==> src/rtl/mem_store_buffer_pkg.sv <==
// rtl/mem_store_buffer_pkg.sv - access widths, data memory size and width helpers for mem_store_buffer
`ifndef DATA_MEM_SIZE
`define DATA_MEM_SIZE 1024
`endif

package mem_store_buffer_pkg;

  localparam logic [1:0] WIDTH_BYTE = 2'b00;
  localparam logic [1:0] WIDTH_HALF = 2'b01;
  localparam logic [1:0] WIDTH_WORD = 2'b10;
  localparam logic [1:0] WIDTH_BAD  = 2'b11;

  localparam int unsigned DATA_MEM_SIZE = `DATA_MEM_SIZE;

  function automatic logic [2:0] size_from_width(input logic [1:0] width);
    case (width)
      WIDTH_BYTE: return 3'd1;
      WIDTH_HALF: return 3'd2;
      default:    return 3'd4;
    endcase
  endfunction

  // Right-justified store data re-read as a load of the same width.
  function automatic logic [31:0] extend_load(input logic [31:0] data, input logic [1:0] width,
                                              input logic sign);
    case (width)
      WIDTH_BYTE: return {{24{sign & data[7]}}, data[7:0]};
      WIDTH_HALF: return {{16{sign & data[15]}}, data[15:0]};
      default:    return data;
    endcase
  endfunction

endpackage

==> src/rtl/store_buf_match.sv <==
// rtl/store_buf_match.sv - per-entry byte-range overlap and exact address/width match against a load
module store_buf_match
  import mem_store_buffer_pkg::*;
#(
  parameter int ADDR_W = 32
) (
  input  logic              i_valid,
  input  logic [ADDR_W-1:0] i_ent_addr,
  input  logic [1:0]        i_ent_width,
  input  logic [ADDR_W-1:0] i_ld_addr,
  input  logic [1:0]        i_ld_width,
  output logic              o_overlap,
  output logic              o_exact
);

  logic [ADDR_W:0] w_ent_last;
  logic [ADDR_W:0] w_ld_last;

  // One extra bit so a range ending at the top of the address space cannot wrap.
  assign w_ent_last = {1'b0, i_ent_addr} + (ADDR_W+1)'(size_from_width(i_ent_width) - 3'd1);
  assign w_ld_last  = {1'b0, i_ld_addr} + (ADDR_W+1)'(size_from_width(i_ld_width) - 3'd1);

  assign o_overlap = i_valid && ({1'b0, i_ent_addr} <= w_ld_last) && ({1'b0, i_ld_addr} <= w_ent_last);
  assign o_exact   = (i_ent_addr == i_ld_addr) && (i_ent_width == i_ld_width);

endmodule

==> src/rtl/mem_store_buffer.sv <==
// rtl/mem_store_buffer.sv - posted-write store FIFO ahead of the data memory write port with load hazard checks
// STORE_FWD_EN: forward exact-match queued store data to loads instead of stalling.
module mem_store_buffer
  import mem_store_buffer_pkg::*;
#(
  parameter int DEPTH  = 4,
  parameter int PTR_W  = 2,
  parameter int ADDR_W = 32
) (
  input  logic              clk,
  input  logic              reset_n,
  input  logic              st_valid,
  output logic              st_ready,
  input  logic [ADDR_W-1:0] st_addr,
  input  logic [31:0]       st_data,
  input  logic [1:0]        st_width,
  input  logic              ld_valid,
  input  logic [ADDR_W-1:0] ld_addr,
  input  logic [1:0]        ld_width,
  input  logic              ld_sign,
  output logic              ld_stall,
  output logic              ld_fwd_hit,
  output logic [31:0]       ld_fwd_data,
  input  logic              drain_en,
  output logic              mem_we,
  output logic [ADDR_W-1:0] mem_addr,
  output logic [31:0]       mem_wdata,
  output logic [1:0]        mem_width,
  output logic              st_err,
  output logic [PTR_W:0]    sb_count
);

  logic [ADDR_W-1:0] r_addr  [DEPTH];
  logic [31:0]       r_data  [DEPTH];
  logic [1:0]        r_width [DEPTH];
  logic [PTR_W-1:0]  r_head;
  logic [PTR_W-1:0]  r_tail;
  logic [PTR_W:0]    r_count;
  logic              r_mem_we;
  logic [ADDR_W-1:0] r_mem_addr;
  logic [31:0]       r_mem_wdata;
  logic [1:0]        r_mem_width;
  logic              r_st_err;

  logic [2:0]        w_st_size;
  logic [ADDR_W:0]   w_st_last;
  logic              w_st_bad;
  logic              w_push_acc;
  logic              w_push_ok;
  logic              w_pop;
  logic [DEPTH-1:0]  w_ent_valid;
  logic [DEPTH-1:0]  w_overlap;
  logic [DEPTH-1:0]  w_exact;

  assign st_ready = (r_count != (PTR_W+1)'(DEPTH));

  assign w_st_size = size_from_width(st_width);
  assign w_st_last = {1'b0, st_addr} + (ADDR_W+1)'(w_st_size - 3'd1);
  assign w_st_bad  = (st_width == WIDTH_BAD)
                  || ((st_width == WIDTH_HALF) && st_addr[0])
                  || ((st_width == WIDTH_WORD) && (st_addr[1:0] != 2'b00))
                  || (w_st_last >= (ADDR_W+1)'(DATA_MEM_SIZE));

  assign w_push_acc = st_valid && st_ready;
  assign w_push_ok  = w_push_acc && !w_st_bad;
  assign w_pop      = drain_en && (r_count != '0);

  always_ff @(posedge clk) begin
    if (w_push_ok) begin
      r_addr[r_tail]  <= st_addr;
      r_data[r_tail]  <= st_data;
      r_width[r_tail] <= st_width;
    end
  end

  always_ff @(posedge clk or negedge reset_n) begin
    if (!reset_n) begin
      r_head      <= '0;
      r_tail      <= '0;
      r_count     <= '0;
      r_mem_we    <= 1'b0;
      r_mem_addr  <= '0;
      r_mem_wdata <= '0;
      r_mem_width <= '0;
      r_st_err    <= 1'b0;
    end else begin
      r_st_err <= w_push_acc && w_st_bad;
      r_mem_we <= w_pop;
      if (w_push_ok) r_tail <= r_tail + PTR_W'(1);
      if (w_pop) begin
        r_head      <= r_head + PTR_W'(1);
        r_mem_addr  <= r_addr[r_head];
        r_mem_wdata <= r_data[r_head];
        r_mem_width <= r_width[r_head];
      end
      case ({w_push_ok, w_pop})
        2'b10:   r_count <= r_count + (PTR_W+1)'(1);
        2'b01:   r_count <= r_count - (PTR_W+1)'(1);
        default: r_count <= r_count;
      endcase
    end
  end

  // Slot g is occupied when its distance from head is below the count.
  for (genvar g = 0; g < DEPTH; g++) begin : g_match
    logic [PTR_W-1:0] w_age;
    assign w_age          = PTR_W'(g) - r_head;
    assign w_ent_valid[g] = ({1'b0, w_age} < r_count);

    store_buf_match #(.ADDR_W(ADDR_W)) u_match (
      .i_valid    (w_ent_valid[g]),
      .i_ent_addr (r_addr[g]),
      .i_ent_width(r_width[g]),
      .i_ld_addr  (ld_addr),
      .i_ld_width (ld_width),
      .o_overlap  (w_overlap[g]),
      .o_exact    (w_exact[g])
    );
  end

`ifdef STORE_FWD_EN
  logic [PTR_W-1:0] w_idx;
  logic [PTR_W-1:0] w_sel;
  logic             w_any;
  logic             w_hit;

  // Walk oldest to youngest so the last overlapping slot seen wins.
  always_comb begin
    w_sel = r_head;
    w_idx = r_head;
    w_any = 1'b0;
    for (int a = 0; a < DEPTH; a++) begin
      w_idx = r_head + PTR_W'(a);
      if (w_overlap[w_idx]) begin
        w_sel = w_idx;
        w_any = 1'b1;
      end
    end
  end

  assign w_hit       = ld_valid && w_any && w_exact[w_sel];
  assign ld_stall    = ld_valid && w_any && !w_exact[w_sel];
  assign ld_fwd_hit  = w_hit;
  assign ld_fwd_data = w_hit ? extend_load(r_data[w_sel], ld_width, ld_sign) : 32'd0;
`else
  logic w_unused;
  assign w_unused    = ^{ld_sign, w_exact};
  assign ld_stall    = ld_valid && (|w_overlap);
  assign ld_fwd_hit  = 1'b0;
  assign ld_fwd_data = 32'd0;
`endif

  assign mem_we    = r_mem_we;
  assign mem_addr  = r_mem_addr;
  assign mem_wdata = r_mem_wdata;
  assign mem_width = r_mem_width;
  assign st_err    = r_st_err;
  assign sb_count  = r_count;

endmodule

==> config.mk <==
export PLATFORM = sky130hd
export DESIGN_NAME = mem_store_buffer
export DESIGN_NICKNAME = d
export VERILOG_FILES = /design/src/rtl/mem_store_buffer_pkg.sv /design/src/rtl/store_buf_match.sv /design/src/rtl/mem_store_buffer.sv
export SDC_FILE = /design/constraint.sdc
export NUM_CORES = 1
export LEC_CHECK = 0
export BUFFER_PORTS_ARGS = -buffer_cell sky130_fd_sc_hd__buf_4
export CAP_MARGIN = 20
export CORE_MARGIN = 4
export CORE_UTILIZATION = 30
export CTS_BUF_LIST = sky130_fd_sc_hd__clkbuf_2 sky130_fd_sc_hd__clkbuf_4 sky130_fd_sc_hd__clkbuf_8
export CTS_CLUSTER_SIZE = 20
export DETAILED_ROUTE_END_ITERATION = 6
export PLACE_DENSITY_LB_ADDON = 0.1
export SLEW_MARGIN = 15
export SYNTH_ARGS = -nofsm -noshare
export SYNTH_HDL_FRONTEND = slang
export SYNTH_SLANG_ARGS = --single-unit
==> constraint.sdc <==
create_clock -name clk -period 21.4 [get_ports clk]
set_clock_uncertainty 0.1 [all_clocks]
set_input_delay 4.28 -clock clk [delete_from_list [all_inputs] [get_ports clk]]
set_output_delay 4.28 -clock clk [all_outputs]
set_load 0.05 [all_outputs]
==> reports/summary.txt <==
=======================================================================================
Number of violations reported at the end of detailed-routing iteration 0 .         1421
Total Nets Final .........................................................         3576
Htree depth ..............................................................            3
Sequential Power Share ...................................................        35.6%
Die outline height .......................................................       309 um
Required @ worst endpoint ................................................     17.02 ns
Total Routed Length ......................................................     99900 um
Most instantiated cells after synthesis .................................. ha_1, nand2_1, edfxtp_1
Power density normalized to cell area .................................... 68.6 mW/mm^2
Final weighted congestion of routability-driven global placement .........        0.934
Cell type group with the largest total delay on the critical path ........ compound AO/OA/AOI/OAI gates
Top flip-flop cell by instance count after synthesis .....................     edfxtp_1
Worst supply voltage drop on vdd .........................................    0.0743 mV
Most common cell in the netlist ..........................................         ha_1
Latest clock arrival within the worst-skew pair ..........................      0.70 ns
Count of instances resized after the clock tree is built .................            0
Slowest cell on the critical path ........................................        or4_1
Critical Path Most Common Cell ...........................................        buf_4
Portion of the post-synthesis area used by sequential elements ...........        36.2%
Proportion of power drawn by combinational gates .........................        31.4%
Critical path buffer and inverter count ..................................            3
Clk pwr share ............................................................        33.0%
Cells taking the most area after synthesis ............................... edfxtp_1, ha_1, dfrtp_1
Starting utilization of the core area ....................................        30.2%
Placed wire-length estimate after detailed placement .....................     78800 um
Number of warnings printed during yosys synthesis ........................            0
Proportion of synthesized flip-flops having asynchronous set or reset ....        22.1%
Average footprint of a synthesized cell ..................................   10.4 sq um
Worst hold path cell count ...............................................            2
Relative max-transition margin ...........................................        20.8%
Wire length of the first global-routing pass .............................    147000 um
DRT Pass-1 Iters .........................................................            5
Worst Reg2Reg Path Length in Cells .......................................            6
Area delta synth->final ..................................................        17.9%
Std cell rows ............................................................          110
Slew of the pin with the lowest slew margin ..............................      1.18 ns
Post-synth EDFFs .........................................................          264
Maximum count of clock buffers along a single path .......................            3
Hold Crit Start .......................................................... mem_addr[27]$_DFFE_PN0P_
Setup repair after global routing missed its margin ......................        false
Fraction of the cycle the final worst path needs .........................        68.8%
Port Buffers .............................................................          177
CTS clock-pin slew for the worst setup and hold paths ....................      0.06 ns
DRC errors left ..........................................................            0
Worst setup EP type ......................................................   output pin
Footprint of the multi-input gates ....................................... 0.0176 sq mm
Full die area ............................................................ 0.0953 sq mm
Finish-stage setup viols .................................................            0
Maximum clock frequency ..................................................   0.0679 GHz
Hold slack ...............................................................     0.375 ns
Proportion of netlist area held by the largest area contributor ..........        29.2%
Via count of the first global-routing pass ...............................        22573
Worst Setup Start Kind ...................................................    input pin
Number of clock sinks ....................................................          339
Layout cell share with drive strength beyond 1 ...........................        13.7%
Max-cap check violation count ............................................            0
Largest driver fanout on the critical path ...............................            4
Number of max-slew violations in the final report ........................            0
Total via count in the routed design .....................................        22231
Internal power consumption ...............................................      1390 uW
Register bit total from synthesis ........................................          339
Critical R2R Capture ..................................................... r_addr[0][8]$_DFFE_PP_
Result of the run ........................................................    completed
Total count of hold-check failures in the final report ...................            0
Global route total overflow ..............................................            0
LEAKAGE ..................................................................    0.0140 uW
Number of setup buffers added after CTS ..................................            0
Flop-to-flop setup slack .................................................     17.52 ns
Number of antenna violations at the first check in global routing ........            6
Routed wirelength normalized by instance count ...........................      23.6 um
Top cell type by total area after synthesis ..............................     edfxtp_1
CTS tree .................................................................        built
Vias per cell ............................................................         5.25
Gate Count Post-Synth ....................................................         2601
Area of the core region .................................................. 0.0899 sq mm
Count of nets left with antenna violations after detail routing ..........            0
Hold Crit Class ..........................................................   reg -> reg
Psw ......................................................................       802 uW
Post-placement cell area ................................................. 0.0305 sq mm
Netlist area before placement ............................................ 0.0271 sq mm
Arrival time reported for the critical path endpoint .....................     10.35 ns
Area of all placed cells without fillers ................................. 0.0320 sq mm
Storage element area ..................................................... 0.00981 sq mm
Type of the worst setup path .............................................    in -> out
Delay of the slowest critical-path stage .................................      0.57 ns
Number of I/O pins .......................................................          212
Cell breakdown of the critical path ...................................... buf_4, or2_2, ha_1, a21o_1, a21oi_1, o21ai_0, a211oi_1, o31ai_1, buf_4, nand3_1, and2_1, xor2_1, ha_1, nand3_1, or2_2, nor3_1, o31ai_1, o211ai_1, maj3_1, a31oi_1, o21ai_0, a21bo_2, or4_1, buf_4
Chip width ...............................................................       309 um
Largest net degree at the start of global routing ........................           68
Post-route worst setup slack .............................................      6.67 ns
Total of fill cells in the finished design ...............................         9147
Fin Setup TNS ............................................................         0 ns
# hold bufs at CTS .......................................................            0
Shortest period the worst path allows ....................................     14.73 ns
Sw Share .................................................................        36.5%
Reg-to-reg startpoint .................................................... sb_count[0]$_DFFE_PN0P_
Total track usage ........................................................        20.9%
Synth unique cells .......................................................           84
Setup WS pre-CTS .........................................................      6.68 ns
Worst Hold Path EP ....................................................... mem_addr[27]$_DFFE_PN0P_
CTS Buf Count ............................................................           68
Clk Tree Root Cell .......................................................     clkbuf_8
=======================================================================================
[how the worst max path moves through the flow]
stage,from,to,cells past startpoint
after global routing,ld_width[1],ld_stall,24
final,ld_width[1],ld_stall,24
after CTS,ld_width[1],ld_stall,24
after detailed placement,ld_width[1],ld_stall,24
after global placement,ld_width[1],ld_stall,24
after floorplan,ld_width[0],ld_stall,22
[worst register-to-register path, stage by stage (launching register included)]
cell	delay, ns
dfrtp_1	0.53
inv_1	0.14
nand3_1	0.17
and2_1	0.17
nand4bb_1	0.55
nor2_4	0.95
buf_4	0.74
[area by class of cell]
class	count	area share (%)
antenna	3	0.0235
tap	1176	4.60
clock inverter	27	0.795
timing repair buffer	195	4.57
clock buffer	96	3.76
multi-input combinational	2357	55.0
sequential	339	30.7
inverter	45	0.532
[layout by cell type, fill, tap and decap left out, types with 17 or more instances in the layout]
cell type	count
dfrtp_1	73
buf_4	194
conb_1	211
xor2_1	68
and2_1	18
nor2_1	76
mux4_2	66
a211oi_1	22
edfxtp_1	264
nand4_1	68
ha_1	457
inv_1	44
o21a_1	21
a21o_1	110
nand2_1	386
nor2b_1	19
and3_1	22
a31oi_1	41
nor3_1	24
a21oi_1	249
nand3_1	79
clkbuf_4	19
clkbuf_8	77
o21ai_0	109
o211ai_1	17
xnor2_1	99
[through the flow]
| step | std cells | utilization (%) | total power, uW |
|---|---|---|---|
| floorplan | 2811 | - | 1250 |
| global placement | 4111 | 33.9 | 1470 |
| detailed placement | 4112 | 33.9 | 1470 |
| CTS | 4235 | 35.6 | 2220 |
| global route | 4236 | 35.6 | 2320 |
| finish | 4238 | 35.6 | 2190 |
[flip-flops by register name (all words and copies together) (netlist names)]
name,cells
r_tail,2
r_head,2
mem_addr,32
sb_count,3
mem_wdata,32
r_data,128
mem_we,1
r_addr,128
mem_width,2
r_width,8
st_err,1
[kinds of logic (layout without fill, tap and decap cells)]
kind of cell / count (synthesis) / after routing / share of synthesized area, %
adders and majority gates: 467 / 467 / 21.7
and+or+nand+nor: 761 / 761 / 13.0
other: 1 / 214 / 0.0138
muxes: 75 / 75 / 5.83
buffers and inverters: 115 / 363 / 2.08
xor gates and xnor gates: 167 / 167 / 5.39
AOI/OAI and AO/OA: 676 / 676 / 15.8
DFF: 339 / 339 / 36.2
[power by group through the flow]
stage | registers [uW] | clock network, uW | logic (uW)
final | 780 | 724 | 690
after global routing | 786 | 784 | 754
after CTS | 781 | 755 | 684
after detailed placement | 793 | 0 | 680
after global placement | 792 | 0 | 674
after floorplan | 946 | 0 | 307
[metal layers]
metal	track usage, %	share of wire (%)	up-vias
li1	-	-	10578
met1	27.0	44	10940
met2	36.4	49	602
met3	3.75	5.4	111
met4	4.76	1.9	0
met5	0	0	-
(Power assumes the default switching activity.)
